File: src/rtl/ladybird_config.sv
`default_nettype none
// ============================================================================
// Module   : ladybird_config (package)
// Brief    : Shared memory-map definitions for the ladybird core: target
//            enumeration, address-region decode and the decode-error pattern.
// Revision : 1.0
// ============================================================================
package ladybird_config;

  localparam int CFG_XLEN = 32;

  // Read data returned to the master when an address hits no target.
  localparam logic [CFG_XLEN-1:0] DECODE_ERR_DATA = 32'hDEAD_BEEF;

  // Memory-mapped targets; the encoding doubles as the per-target port index.
  typedef enum logic [1:0] {
    DISTRIBUTED_RAM = 2'd0,
    BLOCK_RAM       = 2'd1,
    DYNAMIC_RAM     = 2'd2,
    UART            = 2'd3
  } access_t;

  // Target selected by the top address nibble. Error regions also map to
  // DYNAMIC_RAM here; is_decode_error() tells them apart.
  function automatic access_t access_type(input logic [3:0] addr_region);
    access_t t;
    case (addr_region)
      4'h8:    t = DISTRIBUTED_RAM;
      4'h9:    t = BLOCK_RAM;
      4'hF:    t = UART;
      default: t = DYNAMIC_RAM;
    endcase
    return t;
  endfunction

  // Regions 0xA..0xE are unmapped.
  function automatic logic is_decode_error(input logic [3:0] addr_region);
    return (addr_region >= 4'hA) && (addr_region <= 4'hE);
  endfunction

endpackage
`default_nettype wire

File: src/rtl/ladybird_bus_router.sv
`default_nettype none
// ============================================================================
// Module   : ladybird_bus_router
// Brief    : 1-to-4 address-decoding router between the core data port and
//            the memory-mapped targets. In-order responses are guaranteed by
//            only ever having one target in flight at a time.
// Revision : 1.0
// ============================================================================
module ladybird_bus_router
  import ladybird_config::*;
#(
  parameter int XLEN            = 32,
  parameter int MAX_OUTSTANDING = 4
) (
  input  logic                 clk,
  input  logic                 anrst,
  // master side
  input  logic                 m_req_valid,
  output logic                 m_req_ready,
  input  logic [XLEN-1:0]      m_addr,
  input  logic                 m_we,
  input  logic [XLEN/8-1:0]    m_wstrb,
  input  logic [XLEN-1:0]      m_wdata,
  output logic                 m_resp_valid,
  output logic [XLEN-1:0]      m_rdata,
  output logic                 m_err,
  // target side
  output logic [3:0]           s_req_valid,
  input  logic [3:0]           s_req_ready,
  output logic [XLEN-1:0]      s_addr,
  output logic                 s_we,
  output logic [XLEN/8-1:0]    s_wstrb,
  output logic [XLEN-1:0]      s_wdata,
  input  logic [3:0]           s_resp_valid,
  input  logic [3:0][XLEN-1:0] s_rdata
);

  localparam int               CNT_W   = $clog2(MAX_OUTSTANDING) + 1;
  localparam logic [CNT_W-1:0] MAX_CNT = CNT_W'(MAX_OUTSTANDING);
  localparam logic [CNT_W-1:0] ONE     = CNT_W'(1);

  logic [CNT_W-1:0] count;
  access_t          cur_target;
  logic             err_pending;

  access_t          decoded;
  logic             dec_err;
  logic             accept_ok;
  logic             err_ok;
  logic             target_accept;
  logic             err_accept;
  logic             resp_hit;
  logic [3:0]       cur_onehot;

  // Master request fields are broadcast; only s_req_valid selects a target.
  assign s_addr  = m_addr;
  assign s_we    = m_we;
  assign s_wstrb = m_wstrb;
  assign s_wdata = m_wdata;

  // Address decode and admission: a new target waits until the previous
  // one has fully drained, and nothing is admitted while an error answers.
  always_comb begin
    decoded   = access_type(m_addr[XLEN-1 -: 4]);
    dec_err   = is_decode_error(m_addr[XLEN-1 -: 4]);
    accept_ok = anrst & ~err_pending & (count < MAX_CNT) &
                ((count == '0) | (decoded == cur_target));
    err_ok    = anrst & ~err_pending & (count == '0);
  end

  // Request routing and master ready.
  always_comb begin
    s_req_valid = 4'b0000;
    m_req_ready = 1'b0;
    if (dec_err) begin
      m_req_ready = err_ok;
    end else begin
      m_req_ready          = accept_ok & s_req_ready[decoded];
      s_req_valid[decoded] = m_req_valid & accept_ok;
    end
  end

  // Handshake events; a response with nothing outstanding is ignored.
  always_comb begin
    target_accept = m_req_valid & m_req_ready & ~dec_err;
    err_accept    = m_req_valid & m_req_ready & dec_err;
    resp_hit      = s_resp_valid[cur_target] & (count != '0);
    cur_onehot    = 4'b0001 << cur_target;
  end

  // Outstanding-transaction bookkeeping: count, active target, error flag.
  always_ff @(posedge clk or negedge anrst) begin
    if (!anrst) begin
      count       <= '0;
      cur_target  <= DISTRIBUTED_RAM;
      err_pending <= 1'b0;
    end else begin
      if (target_accept) begin
        cur_target <= decoded;
      end
      case ({target_accept, resp_hit})
        2'b10:   count <= count + ONE;
        2'b01:   count <= count - ONE;
        default: count <= count;
      endcase
      err_pending <= err_accept;
    end
  end

  // Registered response: target data one cycle after its pulse, or the
  // error pattern one cycle after an unmapped request is accepted.
  always_ff @(posedge clk or negedge anrst) begin
    if (!anrst) begin
      m_resp_valid <= 1'b0;
      m_rdata      <= '0;
      m_err        <= 1'b0;
    end else begin
      m_resp_valid <= 1'b0;
      m_err        <= 1'b0;
      if (resp_hit) begin
        m_resp_valid <= 1'b1;
        m_rdata      <= s_rdata[cur_target];
      end else if (err_accept) begin
        m_resp_valid <= 1'b1;
        m_err        <= 1'b1;
        m_rdata      <= DECODE_ERR_DATA;
      end
    end
  end

  // Only the target currently being served may answer.
  a_resp_from_current_target : assert property (
    @(posedge clk) disable iff (!anrst) ((s_resp_valid & ~cur_onehot) == 4'b0000)
  );

endmodule
`default_nettype wire

File: config.mk
export PLATFORM = sky130hd
export DESIGN_NAME = ladybird_bus_router
export DESIGN_NICKNAME = d
export VERILOG_FILES = /design/src/rtl/ladybird_config.sv /design/src/rtl/ladybird_bus_router.sv
export SDC_FILE = /design/constraint.sdc
export NUM_CORES = 1
export LEC_CHECK = 0
export CAP_MARGIN = 20
export CORE_AREA = 2 2 123 125
export CTS_CLUSTER_DIAMETER = 100
export DETAILED_ROUTE_END_ITERATION = 7
export DIE_AREA = 0 0 125 127
export PLACE_DENSITY = 0.65
export SYNTH_ARGS = -nofsm -noshare
export SYNTH_HDL_FRONTEND = slang
export SYNTH_SLANG_ARGS = --single-unit
File: constraint.sdc
create_clock -name clk -period 4.2 [get_ports clk]
set_input_delay 0.84 -clock clk [delete_from_list [all_inputs] [get_ports clk]]
set_output_delay 0.84 -clock clk [all_outputs]
set_load 0.005 [all_outputs]
======== Word level (Yosys, flattened, before mapping) ========
Index checks and enable logic that the tools add are counted.
operators by class
  add/subtract/negate cells ............... 2
  $lt $le $gt $ge ......................... 6
  equality and inequality tests ........... 6
  mux-type cells .......................... 17
  bitwise logic cells ..................... 14
  reductions and logical operators ........ 6
operator list
  operator             number
  $mux 32              3
  $bmux 32 s2          1
  $eq 4x4->1 const B   3
  $and 1x1->1          10
  $mux 1               7
  $lt 2x3->1 const B   2
  $pmux 2 s3           1
  $pmux 3 s2           1
  $and 4x4->4          1
  $bmux 1 s2           2
  $ge 4x4->1 const B   1
  $le 4x4->1 const B   1
  $mux 4               1
  $reduce_bool 2->1    2
  $add 3x1->3 const B  1
  $logic_not 3->1      1
  $lt 3x3->1 const B   1
  $reduce_bool 3->1    1
  $sub 3x1->3 const B  1
  $demux 1 s2          1
  $eq 2x1->1 const B   1
  $eq 2x2->1           1
  $eq 2x2->1 const B   1
  $ge 2x1->1 const B   1
  3 further kinds      5
word-level totals
  flip-flop bits (word level) ............. 40
  input bits .............................. 208
  output and inout port bits .............. 108
  word-level logic and storage cells ...... 57

======== Logic depth before layout (Yosys ltp) ========
  depth after elaboration ................. 11
  gate-level depth with buffers ........... 12
  gate-level depth less buffers ........... 11

======== Worst setup path after synthesis ========
OpenSTA, ideal clock, no wires.
  path kind ............................... in2reg
  start ................................... input m_addr[31]
  end ..................................... register count[2]
  library setup time ...................... 0.079 ns
  data arrival time ....................... 2.862 ns
  data required time ...................... 4.121 ns
  path slack .............................. 1.259 ns
  stages on the path ...................... 12
  path buffers ............................ 1
  cell sequence ........................... buf_2 -> or3b_1 -> a211oi_1 -> o2bb2ai_1 -> o311a_1 -> inv_2 -> ha_1 -> inv_1 -> fa_1 -> xor2_1 -> nor2_1 -> xor2_1
on the way
  word-level cells in the longest chain between the ends .. 11
ends and longest elaborated chain
  what                                                    line                        source
  from (decl)                                             ladybird_bus_router.sv:20   input logic [XLEN-1:0] m_addr,
  $eq 4x4->1                                              ladybird_config.sv:27       case (addr_region)
  $pmux 2 s3                                              ladybird_config.sv:27
  $eq 2x2->1                                              ladybird_bus_router.sv:67   ((count == '0) | (decoded == cur_target));
  $or 1x1->1                                              ladybird_bus_router.sv:67
  $and 1x1->1                                             ladybird_bus_router.sv:66   accept_ok = anrst & ~err_pending & (count < MAX_CNT) &
  $and 1x1->1                                             ladybird_bus_router.sv:78   m_req_ready = accept_ok & s_req_ready[decoded];
  $mux 1                                                  ladybird_bus_router.sv:75   if (dec_err) begin
  $and 1x1->1                                             ladybird_bus_router.sv:85   target_accept = m_req_valid & m_req_ready & ~dec_err;
  $and 1x1->1 (*)                                         ladybird_bus_router.sv:85
  $eq 2x1->1 / $eq 2x2->1 (equally long branches)         ladybird_bus_router.sv:101  case ({target_accept, resp_hit})
  $pmux 3 s2 / $reduce_bool 2->1 (equally long branches)  n/a
  to (signal assigned)                                    ladybird_bus_router.sv:102  2'b10: count <= count + ONE;
  to (signal assigned)                                    ladybird_bus_router.sv:103  2'b01: count <= count - ONE;
  to (signal assigned)                                    ladybird_bus_router.sv:104  default: count <= count;
  to (decl)                                               ladybird_bus_router.sv:42   logic [CNT_W-1:0] count;
Mark *: on every way between the ends. The rest lies on a longest branch, timed or not. The select of a mux whose other input is x is not followed.
A chain may end at the register's enable or synchronous reset.

======== Worst setup path after layout ========
  start ................................... input m_addr[29]
  end ..................................... output s_req_valid[0]
on the way
  word-level cells in the longest chain between the ends .. 8
ends and longest elaborated chain
  what                                                                          line                                                  source
  $eq 4x4->1                                                                    ladybird_config.sv:27
  $pmux 2 s3                                                                    ladybird_config.sv:27
  $lt 2x3->1 (not written as such), or another cell as far along                ladybird_bus_router.sv:79                             s_req_valid[decoded] = m_req_valid & accept_ok;
  $logic_and 1x1->1 (not written as such) / $or 1x1->1 (equally long branches)  ladybird_bus_router.sv:79, ladybird_bus_router.sv:67
  $mux 1 (not written as such) / $and 1x1->1 (equally long branches)            ladybird_bus_router.sv:79, ladybird_bus_router.sv:66
  $demux 1 s2 / $and 1x1->1 (equally long branches)                             ladybird_bus_router.sv:79
  $and 4x4->4 (no line)                                                         n/a
  $mux 4 (*)                                                                    ladybird_bus_router.sv:75
  to (decl)                                                                     ladybird_bus_router.sv:28                             output logic [3:0] s_req_valid,
Mark *: on every way between the ends. The rest lies on a longest branch, timed or not.

==> run metrics <==
die area=0.0159 mm²; pin count of the biggest net entering global routing=41; Power per Cell Area=roughly 560 mW/mm²; dominant synthesized flop cell=dfrtp_1; first-pass GRT wire length=~16,000 µm; Placed Area=0.00453 mm²; CTS Sinks=40; hold buffer count at cts=0; mapped cell area=0.00301 mm²; Crit Path Category=input port to primary output; Antenna Violating Nets Remaining=0; initial antenna violation count=1; hold_ws=around 0.5 ns; n_diodes=0; Syn Nets=between 400 and 500; Post-Route WL=between 10,000 and 15,000 µm; CTS-repair resized insts=0; Startpoint Class=input port; R2R Path Start=cur_target[1]$_DFFE_PN0P_; I/O Buffers=about 190; Layout Nets=between 500 and 600; Post-synth ARST share=100%; crit end category=primary output; worst IR drop on VDD=0.232 mV; worst setup path startpoint=m_addr[29]; Final setup viols=0; GRT Residual Overflow=0; Synth-to-Final Area Change=55.6%; initial DRC count=approximately 210; RePlAce Congestion=between 0.8 and 0.9; fin. max-slew vios=0; most frequent cells in the layout=clkdlybuf4s50_1, dfrtp_1, mux4_2, o22a_1, a22o_1; crit path DAT=~3.1 ns; non-filler cells, final=between 500 and 600; Die H=approximately 130 µm; sequential area share after synthesis=about 33%; clk buf depth=2; CTS Root Cell=clkbuf_16; Starting Density=about a fifth; Ys Warns=0; part of the cycle the worst path needs=93.3%; clock buffer count from CTS=5; drt first pass iters=5; CTS tree=done; HP Start=m_rdata[4]$_DFFE_PN0P_; Post-synth EDFFs=0; fraction of layout cells with a size suffix above 1=14.5%; total track usage=between 10% and 20%; synthesized instance count=between 200 and 250; Design Area, Final=0.00469 mm²; Worst-Margin Slew=roughly 0.57 ns; Yosys cell types=41; Max Fclk=255 MHz; Core Area=about 0.014 mm²; dpl ws=between 0.3 and 0.4 ns; Max Cap Viol=0; Die Wd=around 130 µm; commonest non-fill, non-tap cell in the layout=clkdlybuf4s50_1; leakage power total=about 1.7 nW; vias=approximately 2,500; worst skew pair latency=roughly 0.28 ns; Seq cells post-synth=40; Synth Area per Inst=around 12 µm²; DRC=0; Hold Violations, Final=0; min cycle time layout=a little under 4 ns; htree depth=2; HPWL Detailed=8550 µm; Required @ worst endpoint=between 3 and 4 ns; RSZ-0062 raised after global routing=no; worst-path fanout max=9; min-delay worst type=register to register; Layout Utilization=32.5%; power after layout=around 2.6 mW; number of vias per cell=around 4.6; number of cell rows=44; final worst setup slack=0.280 ns; DR WL/cell=around 20 µm; outcome=completed; Reg clk slew, reported paths=~0.060 ns; setup tns final=0 ns; top-level port count=316; Placed Cells=around 540; Slew HR=between 60% and 70%; vias in the first global route=2,736; Setup Buffers After CTS=0; Clock Skew=between 0.0015 and 0.002 ns
==> final cells by class <==
cell class,instances,area [µm²]
fillers,1417,9730
repair buffers,189,1880
multi-input cells,114,1380
flip-flops and latches,40,1000
well taps,184,230
clock buffers,6,129
inverters,8,37.5
clock inverters,2,35.0
==> routing by layer <==
metal | vias to the layer above | global-route usage (%) | share of wire [%]
li1 | 1079 | - | -
met1 | 1169 | 13.9 | 36
met2 | 184 | 22.6 | 48
met3 | 57 | 4.94 | 11
met4 | 2 | 7.12 | 4.7
met5 | - | 0 | 0.12
==> logic make-up after synthesis <==
group / synth area share, %
AO/OA/AOI/OAI: 12.5
XOR/XNOR: 0.872
multiplexers: 25.7
buffers and inverters: 21.1
flip-flops: 33.2
adder cells (fa/ha/maj): 1.08
AND/OR/NAND/NOR: 5.48
==> registers in the layout (all words and copies together) (netlist names) <==
signal        cells
cur_target        2
m_resp_valid      1
count             3
err_pending       1
m_err             1
m_rdata          32
==> worst max-delay path, stage by stage <==
cell,delay [ns]
clkdlybuf4s50_1,0.55
or3_1,0.44
a21oi_1,0.15
o21a_1,0.18
o31ai_1,0.14
nor3_1,0.24
clkdlybuf4s50_1,0.54
==> cells in the mapped netlist, types with 2 or more instances <==
| cell type | instances | area share, % |
|---|---|---|
| buf_4 | 69 | 17 |
| dfrtp_1 | 40 | 33 |
| mux4_2 | 33 | 25 |
| o22a_1 | 24 | 7.0 |
| a22o_1 | 8 | 2.3 |
| clkbuf_1 | 6 | 0.75 |
| nor2_1 | 6 | 0.75 |
| inv_1 | 5 | 0.62 |
| nand2_1 | 5 | 0.62 |
| nor3_1 | 5 | 0.83 |
| buf_2 | 4 | 0.66 |
| a21oi_1 | 3 | 0.50 |
| buf_6 | 3 | 1.1 |
| nand3_1 | 3 | 0.50 |
| and4_1 | 2 | 0.58 |
| mux2_1 | 2 | 0.75 |
| o22ai_1 | 2 | 0.42 |
| xor2_1 | 2 | 0.58 |
==> power by group <==
part           internal (mW)  switching, mW
sequential             0.578          0.172
combinational          0.892          0.561
clock                  0.280          0.154
==> final timing paths <==
| check | depth (start not counted) | slack (ns) | to |
|---|---|---|---|
| worst min-delay path | 1 | 0.50 | m_rdata[4]$_DFFE_PN0P_ |
| max in group asynchronous | 2 | 3.12 | cur_target[1]$_DFFE_PN0P_ |
| worst min register to register | 1 | 0.50 | m_rdata[4]$_DFFE_PN0P_ |
| worst max-delay path | 7 | 0.28 | s_req_valid[0] |
| min in group asynchronous | 2 | 0.70 | m_rdata[23]$_DFFE_PN0P_ |
| worst max register to register | 11 | 1.55 | count[2]$_DFFE_PN0P_ |
Power figures use the tool's default switching activity.
